[config.mk]
export PLATFORM = sky130hd
export DESIGN_NAME = pipe_stall_ctrl
export DESIGN_NICKNAME = d
export VERILOG_FILES = /design/src/rtl/pipe_stall_ctrl.sv
export SDC_FILE = /design/constraint.sdc
export NUM_CORES = 1
export LEC_CHECK = 0
export CORE_MARGIN = 8
export CORE_UTILIZATION = 45
export CTS_CLUSTER_SIZE = 30
export DETAILED_ROUTE_END_ITERATION = 6
export PLACE_DENSITY = 0.81
export SLEW_MARGIN = 20
export SYNTH_ARGS = -nofsm -noshare
export SYNTH_HDL_FRONTEND = slang
export SYNTH_SLANG_ARGS = --single-unit
[constraint.sdc]
create_clock -name clk -period 5.7 [get_ports clk]
set_clock_uncertainty 0.2 [all_clocks]
set_input_delay 1.71 -clock clk [delete_from_list [all_inputs] [get_ports clk]]
set_output_delay 1.71 -clock clk [all_outputs]
set_load 0.02 [all_outputs]
[src/rtl/pipe_stall_ctrl.sv]
// -----------------------------------------------------------------------------
// pipe_stall_ctrl
//
// Central stall/flush sequencer for the 5-stage pipeline. It turns I-/D-memory
// handshakes, load-use hazards and MEM-stage branch redirects into load and
// flush enables for the PC and the IF_ID, ID_EX, EX_MEM and MEM_WB pipe
// registers. If a redirect arrives while a wrong-path fetch is still in
// flight, the target is parked in pc_target. The FSM waits in KILL for that
// fetch to return, throws the returned instruction away, and then applies the
// target in a one-cycle REDIR state.
//
// Handshake semantics: a memory access is outstanding ("busy") while its
// request is high and its one-cycle response pulse is low. The cycle in which
// the response pulse is high counts as complete, so the stage may advance in
// that same cycle.
//
// Ports:
//   clk              rising-edge clock
//   reset            asynchronous, active-low reset (0 = reset)
//   imem_read        IF fetch request active
//   imem_resp        I-memory response pulse
//   dmem_read        MEM-stage load request
//   dmem_write       MEM-stage store request
//   dmem_resp        D-memory response pulse
//   load_use_hazard  ID instruction depends on a load in EX
//   MEM_pc_mux_sel   taken branch/jump resolved in MEM
//   MEM_jmp_pc       redirect target from MEM
//   load_pc          PC register enable
//   pc_sel           1 = PC takes pc_target, 0 = sequential PC
//   pc_target        redirect target
//   load_*           pipe register enables
//   flush_*          load a bubble (only meaningful with the matching load_*)
//   kill_pending     high while in KILL
//   stall_cycles     saturating count of cycles with load_pc = 0
//   redirect_count   saturating count of accepted redirects
//   state_dbg        current FSM state, for observation only
// -----------------------------------------------------------------------------
module pipe_stall_ctrl #(
  parameter int CNT_W = 16
) (
  input  logic              clk,
  input  logic              reset,
  input  logic              imem_read,
  input  logic              imem_resp,
  input  logic              dmem_read,
  input  logic              dmem_write,
  input  logic              dmem_resp,
  input  logic              load_use_hazard,
  input  logic              MEM_pc_mux_sel,
  input  logic [31:0]       MEM_jmp_pc,
  output logic              load_pc,
  output logic              pc_sel,
  output logic [31:0]       pc_target,
  output logic              load_IF_ID,
  output logic              load_ID_EX,
  output logic              load_EX_MEM,
  output logic              load_MEM_WB,
  output logic              flush_IF_ID,
  output logic              flush_ID_EX,
  output logic              flush_EX_MEM,
  output logic              kill_pending,
  output logic [CNT_W-1:0]  stall_cycles,
  output logic [CNT_W-1:0]  redirect_count,
  output logic [1:0]        state_dbg
);

  typedef enum logic [1:0] {
    ST_RUN   = 2'd0,
    ST_KILL  = 2'd1,
    ST_REDIR = 2'd2
  } state_t;

  localparam logic [CNT_W-1:0] CNT_MAX = '1;
  localparam logic [CNT_W-1:0] CNT_ONE = CNT_W'(1);

  state_t      state, next_state;
  logic [31:0] target_q;
  logic        d_busy, i_busy;
  logic        latch_target;   // capture MEM_jmp_pc into target_q
  logic        fwd_target;     // present MEM_jmp_pc on pc_target this cycle
  logic        redirect_acc;   // a redirect was accepted this cycle

  assign d_busy = (dmem_read | dmem_write) & ~dmem_resp;
  assign i_busy = imem_read & ~imem_resp;

  // A redirect taken with the fetch side idle is applied in the same cycle,
  // so the target bypasses the register.
  assign pc_target = fwd_target ? MEM_jmp_pc : target_q;
  assign state_dbg = state;

  // ---------------------------------------------------------------------------
  // State, target and counter registers
  // ---------------------------------------------------------------------------
  always_ff @(posedge clk or negedge reset) begin
    if (!reset) begin
      state          <= ST_RUN;
      target_q       <= 32'h0;
      stall_cycles   <= '0;
      redirect_count <= '0;
    end else begin
      state <= next_state;
      if (latch_target) begin
        target_q <= MEM_jmp_pc;
      end
      if (!load_pc && (stall_cycles != CNT_MAX)) begin
        stall_cycles <= stall_cycles + CNT_ONE;
      end
      if (redirect_acc && (redirect_count != CNT_MAX)) begin
        redirect_count <= redirect_count + CNT_ONE;
      end
    end
  end

  // ---------------------------------------------------------------------------
  // Next state and enables
  // ---------------------------------------------------------------------------
  always_comb begin
    next_state   = state;
    load_pc      = 1'b0;
    pc_sel       = 1'b0;
    load_IF_ID   = 1'b0;
    load_ID_EX   = 1'b0;
    load_EX_MEM  = 1'b0;
    load_MEM_WB  = 1'b0;
    flush_IF_ID  = 1'b0;
    flush_ID_EX  = 1'b0;
    flush_EX_MEM = 1'b0;
    kill_pending = 1'b0;
    latch_target = 1'b0;
    fwd_target   = 1'b0;
    redirect_acc = 1'b0;

    if (!reset) begin
      // Hold every enable low while reset is asserted. The registers are
      // already cleared, so the next state stays RUN.
      next_state = ST_RUN;
    end else begin
      unique case (state)
        ST_RUN: begin
          if (d_busy) begin
            // Full freeze. A redirect resolved in MEM is held because MEM
            // itself does not advance, and it is accepted once the access
            // completes.
          end else if (MEM_pc_mux_sel) begin
            load_IF_ID   = 1'b1;
            load_ID_EX   = 1'b1;
            load_EX_MEM  = 1'b1;
            load_MEM_WB  = 1'b1;
            flush_IF_ID  = 1'b1;
            flush_ID_EX  = 1'b1;
            flush_EX_MEM = 1'b1;
            redirect_acc = 1'b1;
            if (!i_busy) begin
              load_pc    = 1'b1;
              pc_sel     = 1'b1;
              fwd_target = 1'b1;
            end else begin
              // A wrong-path fetch is still outstanding. Park the target
              // until that fetch drains.
              latch_target = 1'b1;
              next_state   = ST_KILL;
            end
          end else if (i_busy || load_use_hazard) begin
            // Hold PC and IF_ID and insert a bubble into ID_EX. Older
            // instructions keep moving.
            load_ID_EX  = 1'b1;
            flush_ID_EX = 1'b1;
            load_EX_MEM = 1'b1;
            load_MEM_WB = 1'b1;
          end else begin
            load_pc     = 1'b1;
            load_IF_ID  = 1'b1;
            load_ID_EX  = 1'b1;
            load_EX_MEM = 1'b1;
            load_MEM_WB = 1'b1;
          end
        end

        ST_KILL: begin
          kill_pending = 1'b1;
          if (!d_busy) begin
            load_ID_EX  = 1'b1;
            flush_ID_EX = 1'b1;
            load_EX_MEM = 1'b1;
            load_MEM_WB = 1'b1;
          end
          // Younger instructions were flushed, so this should not happen. If
          // it does, the newer target wins.
          if (MEM_pc_mux_sel) begin
            latch_target = 1'b1;
          end
          // IF_ID stays closed, which discards the returning wrong-path word.
          if (imem_resp) begin
            next_state = ST_REDIR;
          end
        end

        ST_REDIR: begin
          load_pc = 1'b1;
          pc_sel  = 1'b1;
          if (!d_busy) begin
            load_ID_EX  = 1'b1;
            load_EX_MEM = 1'b1;
            load_MEM_WB = 1'b1;
          end
          next_state = ST_RUN;
        end

        default: begin
          next_state = ST_RUN;
        end
      endcase
    end
  end

endmodule
# After elaboration in Yosys (flattened, before gate mapping)
# Index checks and enable logic that the tools add are counted.
[classes]
n_eq_ne = 8
n_mux = 42
reduce_logical = 7
n_addsub = 2
bitwise = 5
[op_table]
columns = ["op", "n"]
rows = [
  ["$add A16 B1 Y16 const B", 2],
  ["$mux W32", 1],
  ["$ne A16 B16 Y1 const B", 2],
  ["$mux W1", 31],
  ["$ne A3 B3 Y1 const B", 4],
  ["$mux W2", 5],
  ["$pmux W1 S2", 4],
  ["$pmux W2 S2", 1],
  ["$reduce_and A4 Y1", 1],
  ["$reduce_or A3 Y1", 1],
  ["$and A1 B1 Y1", 2],
  ["$eq A2 B1 Y1 const B", 1],
  ["$eq A2 B2 Y1 const B", 1],
  ["$logic_and A1 B1 Y1", 2],
  ["$logic_not A2 Y1", 1],
  ["$not A1 Y1", 2],
  ["$logic_not A1 Y1", 1],
  ["$logic_or A1 B1 Y1", 1],
  ["$or A1 B1 Y1", 1],
]
[word_totals]
register_bits = 66
inputBits = 41
wordCells = 68
output_inout_bits = 76

# Depth between registers and ports, before layout
[depth]
word_depth = 10
depth_mapped = 7
ltp_nobuf = 6

# Worst setup path after synthesis
# OpenSTA, ideal clock, no wires.
[synth_timing]
path_kind = "input -> output"
start = "input dmem_write"
end = "output pc_target[7]"
n_path_buf = 1
path_slack_ns = 0.777
required_ns = 3.790
path_stages = 6
arrival_time_ns = 3.013
cell_sequence = "o21bai_2 nand4b_4 inv_2 nand2_1 buf_2 mux2_1"
[synth_between]
elab_chain_cells = 6
[synth_lines]
columns = ["element", "line", "rtl"]
rows = [
  ["start: declaration", "46", "input logic dmem_write,"],
  ["$or A1 B1 Y1", "83", "assign d_busy = (dmem_read | dmem_write) & ~dmem_resp;"],
  ["$and A1 B1 Y1", "83", ""],
  ["$mux W1", "140", "if (d_busy) begin"],
  ["$mux W1", "138", "unique case (state)"],
  ["$mux W1", "133", "if (!reset) begin"],
  ["$mux W32", "88", "assign pc_target = fwd_target ? MEM_jmp_pc : target_q;"],
  ["end: declaration", "53", "output logic [31:0] pc_target,"],
]
# Every way passes these cells.

# Final worst setup path
[layout_timing]
start = "input dmem_resp"
end = "output pc_target[27]"
[layout_between]
elab_chain_cells = 6
[layout_lines]
columns = ["element", "line", "rtl"]
rows = [
  ["start: declaration", "47", "input logic dmem_resp,"],
  ["$not A1 Y1", "83", ""],
  ["$and A1 B1 Y1", "83", ""],
  ["$mux W1", "140", ""],
  ["$mux W1", "138", ""],
  ["$mux W1", "133", ""],
  ["$mux W32", "88", ""],
]
# Every way passes these cells.

==> flow_metrics.py <==
metrics = {
    "layout": {
        "final_layout_size_suffix_gt1_share_pct": 23.76,
        "area_delta_synth_final_pct": 45.00,
        "layout.cells.most_common_list": "sky130_fd_sc_hd__clkdlybuf4s50_1, sky130_fd_sc_hd__dfrtp_1, sky130_fd_sc_hd__mux2_2, sky130_fd_sc_hd__nor2_1, sky130_fd_sc_hd__xor2_1",
        "footprint_of_the_multi_input_gates_um2": 1574,
        "layout.cell_area.non_filler_um2": 4793,
        "num_antenna_cells": 0,
        "layout.core_utilization_pct": 66.80,
        "final_common_cell": "sky130_fd_sc_hd__clkdlybuf4s50_1",
        "ff_latch_area_um2": 1652,
        "nNetsFinal": 443,
        "fillerInstances": 556,
    },
    "setup_path": {
        "reg2reg_depth": 5,
        "crit_path_max_incr_delay_ps": 560,
        "ff2ff_setup_slack_ps": 3450,
        "timing.critical_path.slowest_stage_cell": "sky130_fd_sc_hd__clkdlybuf4s50_1",
        "critical_path.top_delay_family": "buffers and inverters",
        "path_common_cell": "sky130_fd_sc_hd__clkdlybuf4s50_1",
        "crit-reg2reg-capture": "stall_cycles[1]",
        "buf_inv_on_cp": 4,
        "cp_max_fo": 32,
        "path_cells": "clkdlybuf4s50_1, o21bai_2, nand4b_4, inv_2, nand2_1, buf_12, mux2_2, clkdlybuf4s50_1",
        "critPathRequiredTime_ps": 3790,
        "timing.critical_path.from_type": "input pin",
        "worstReg2RegStart": "stall_cycles[0]",
        "worstSetupPathType": "input pin to output port",
        "kind_of_end_point_of_the_critical_path": "output port",
        "worstPathArrival_ps": 3720,
    },
    "floorplan": {
        "die-area_um2": 10340,
        "floorplan.die.width_um": 101.7,
        "floorplan.rows": 31,
        "design.core.area_um2": 7176,
        "floorplan.die.height_um": 101.7,
        "pin_count": 117,
        "initial_utilization_pct": 46.07,
    },
    "placement": {
        "dp_hpwl_mm": 6.157,
        "gp_routability_congestion": 0.9423,
        "portBuffers": 116,
        "placement.cell_area_um2": 4589,
        "preCtsSetupSlack_ps": 51.97,
    },
    "sta": {
        "setup_repair_after_global_routing_missed_its_margin": "false",
        "final_critical_path_setup_slack_ps": 72.12,
        "report.final.hold_viol_count": 0,
        "maxClockFrequency_mhz": 177.7,
        "maxSlewViolCount": 0,
        "fin_tns_setup_ps": 0,
        "final_period_minus_worst_setup_slack_ps": 5628,
        "report.final.setup_viol": 0,
        "worstMarginPinSlew_ps": 830.0,
        "max-slew-margin-rel_pct": 44.67,
        "crit_share_post_route_pct": 98.73,
        "finalHoldWorstSlack_ps": 294.0,
    },
    "power": {
        "power.density_nw_per_um2": 357.8,
        "vdd.ir_drop.worst_v": 0.0002510,
        "power.leakage_nw": 2.017,
    },
    "logic_synthesis": {
        "mappedNetlistArea_um2": 3306,
        "postSynthCellCount": 276,
        "biggest_area_contributors_in_the_synthesized_netlist": "sky130_fd_sc_hd__dfrtp_1, sky130_fd_sc_hd__mux2_2, sky130_fd_sc_hd__xor2_1, sky130_fd_sc_hd__xnor2_1, sky130_fd_sc_hd__nor2_1",
        "syn_nets": 319,
        "yosysWarnings": 0,
        "unique_cell_type_count_in_the_yosys_netlist": 36,
        "netlist.top_cell.by_area": "sky130_fd_sc_hd__dfrtp_1",
        "synth_top_cell_area_share_pct": 49.96,
        "sequential_element_share_of_the_synthesized_area_pct": 49.96,
        "synth.ff_latch_count": 66,
        "syn_avg_cell_area_um2": 11.98,
    },
    "clock_tree": {
        "clk_pin_slew_ps": 70,
        "insertion_delay_to_the_later_sink_of_the_worst_skew_pair_ps": 320,
        "clockBufferDepth": 2,
        "clk_root_buffer_cell": "sky130_fd_sc_hd__clkbuf_8",
        "post-cts-setup-buffer-count": 0,
        "num_clock_sinks": 66,
        "cts_htree_levels": 3,
        "cts_repair_resize_count": 0,
        "cts-hold-fix-buffers": 0,
        "tritoncts.num_buffers": 9,
        "clock_tree_from_tritoncts": "done",
    },
    "global_routing": {
        "grt_first_pass_wirelength_mm": 12.59,
        "grt_max_degree": 67,
        "grt_remaining_overflow": 0,
        "grt_antenna_before_repair": 0,
        "globalRouteTotalUtil_pct": 15.61,
        "first_global_vias": 2513,
    },
    "min_path": {
        "hold_start": "stall_cycles[15]",
        "kind_of_path_behind_the_tightest_hold_check": "flip-flop to flip-flop",
        "min_path_cells": 1,
        "hold-path-endpoint": "stall_cycles[15]",
    },
    "route": {
        "drt-vias-per-instance": 5.042,
        "route.layer.met1.wl_mm": 3.751,
        "routedWlPerCell_um": 16.22,
        "drtAntennaViolNets": 0,
        "via_count": 2536,
        "count_of_routing_violations_after_the_opening_detailed_route_iteration": 94,
        "drc_errors": 0,
        "detail_route.first_pass.iterations": 4,
        "met3WireLength_um": 518,
        "met2RoutedLength_mm": 3.759,
        "totalWireLength_mm": 8.158,
        "top_signal_layer_used": "met4",
    },
    "outcome": {
        "result_of_the_run": "completed",
    },
    "job": {
        "max-cap-violations": 0,
    },
}
[where the power goes]
group	switching (mW)	internal [mW]	total, mW
registers	0.0992	0.577	0.676
clock network	0.161	0.235	0.396
logic	0.289	0.354	0.643
total	0.549	1.17	1.71
[through the flow]
stage / instances / total power [mW]
floorplan: 276 / 1.016
global placement: 488 / 1.316
detailed placement: 488 / 1.333
CTS: 503 / 1.738
global route: 503 / 1.805
finish: 503 / 1.715
[synthesized netlist by cell type]
| master | number |
|---|---|
| sky130_fd_sc_hd__and2b_2 | 1 |
| sky130_fd_sc_hd__nand3_1 | 11 |
| sky130_fd_sc_hd__o21ai_2 | 1 |
| sky130_fd_sc_hd__mux2_2 | 64 |
| sky130_fd_sc_hd__nor2b_1 | 1 |
| sky130_fd_sc_hd__inv_1 | 4 |
| sky130_fd_sc_hd__dfrtp_1 | 66 |
| sky130_fd_sc_hd__o21ai_0 | 1 |
| sky130_fd_sc_hd__o21bai_2 | 1 |
| sky130_fd_sc_hd__a21oi_1 | 4 |
| sky130_fd_sc_hd__xnor2_1 | 11 |
| sky130_fd_sc_hd__or4_1 | 1 |
| sky130_fd_sc_hd__and3_1 | 4 |
| sky130_fd_sc_hd__mux2_4 | 1 |
| sky130_fd_sc_hd__nor4_1 | 2 |
| sky130_fd_sc_hd__ha_1 | 2 |
| sky130_fd_sc_hd__buf_6 | 1 |
| sky130_fd_sc_hd__o21a_1 | 1 |
| sky130_fd_sc_hd__a31oi_1 | 2 |
| sky130_fd_sc_hd__nor4_2 | 1 |
| sky130_fd_sc_hd__buf_4 | 3 |
| sky130_fd_sc_hd__inv_2 | 1 |
| sky130_fd_sc_hd__mux2_1 | 1 |
| sky130_fd_sc_hd__nand4b_4 | 1 |
| sky130_fd_sc_hd__nand3b_1 | 1 |
| sky130_fd_sc_hd__nor4b_2 | 1 |
| sky130_fd_sc_hd__nand2_1 | 16 |
| sky130_fd_sc_hd__and4_1 | 3 |
| sky130_fd_sc_hd__xor2_1 | 17 |
| sky130_fd_sc_hd__buf_2 | 6 |
| sky130_fd_sc_hd__nand2b_1 | 3 |
| sky130_fd_sc_hd__and4bb_2 | 1 |
| sky130_fd_sc_hd__nor2_1 | 22 |
| sky130_fd_sc_hd__nor3_1 | 9 |
| sky130_fd_sc_hd__nand4_1 | 10 |
| sky130_fd_sc_hd__o211ai_1 | 1 |
[final cells by class]
cell class,instances,share of cell area (%)
Sequential cell,66,34.46
Inverter,5,0.3915
Tap cell,99,2.584
Timing Repair Buffer,123,25.48
Clock buffer,13,3.524
Clock inverter,2,0.7309
Multi-Input combinational cell,195,32.84
[cells by family after synthesis]
group / after synthesis / share of synthesized area [%]
and+or+nand+nor: 88 / 14.57
muxes: 66 / 22.60
DFF: 66 / 49.96
xor gates and xnor gates: 28 / 7.418
buffers and inverters: 15 / 2.498
AOI/OAI and AO/OA: 11 / 2.195
adders and majority gates: 2 / 0.7569
[how the worst max path moves through the flow]
stage / start / end / depth (start not counted)
2_1_floorplan: dmem_write / pc_target[7] / 6
3_3_place_gp: dmem_resp / pc_target[18] / 8
3_5_place_dp: dmem_resp / pc_target[27] / 8
4_1_cts: dmem_resp / pc_target[27] / 8
5_1_grt: dmem_write / pc_target[7] / 8
6_report: dmem_resp / pc_target[27] / 8
[per-layer routing]
layer | up-vias | GRT usage [%]
met1 | 1218 | 19.79
met2 | 81 | 24.50
met5 | - | 0
met3 | 9 | 3.574
li1 | 1228 | -
met4 | 0 | 7.560
[state kept, by name, summed over array words and instances (netlist names)]
signal and flops:
stall_cycles 16, target_q 32, state_dbg 2, redirect_count 16
Note: power is estimated with default switching activity, not from simulation.
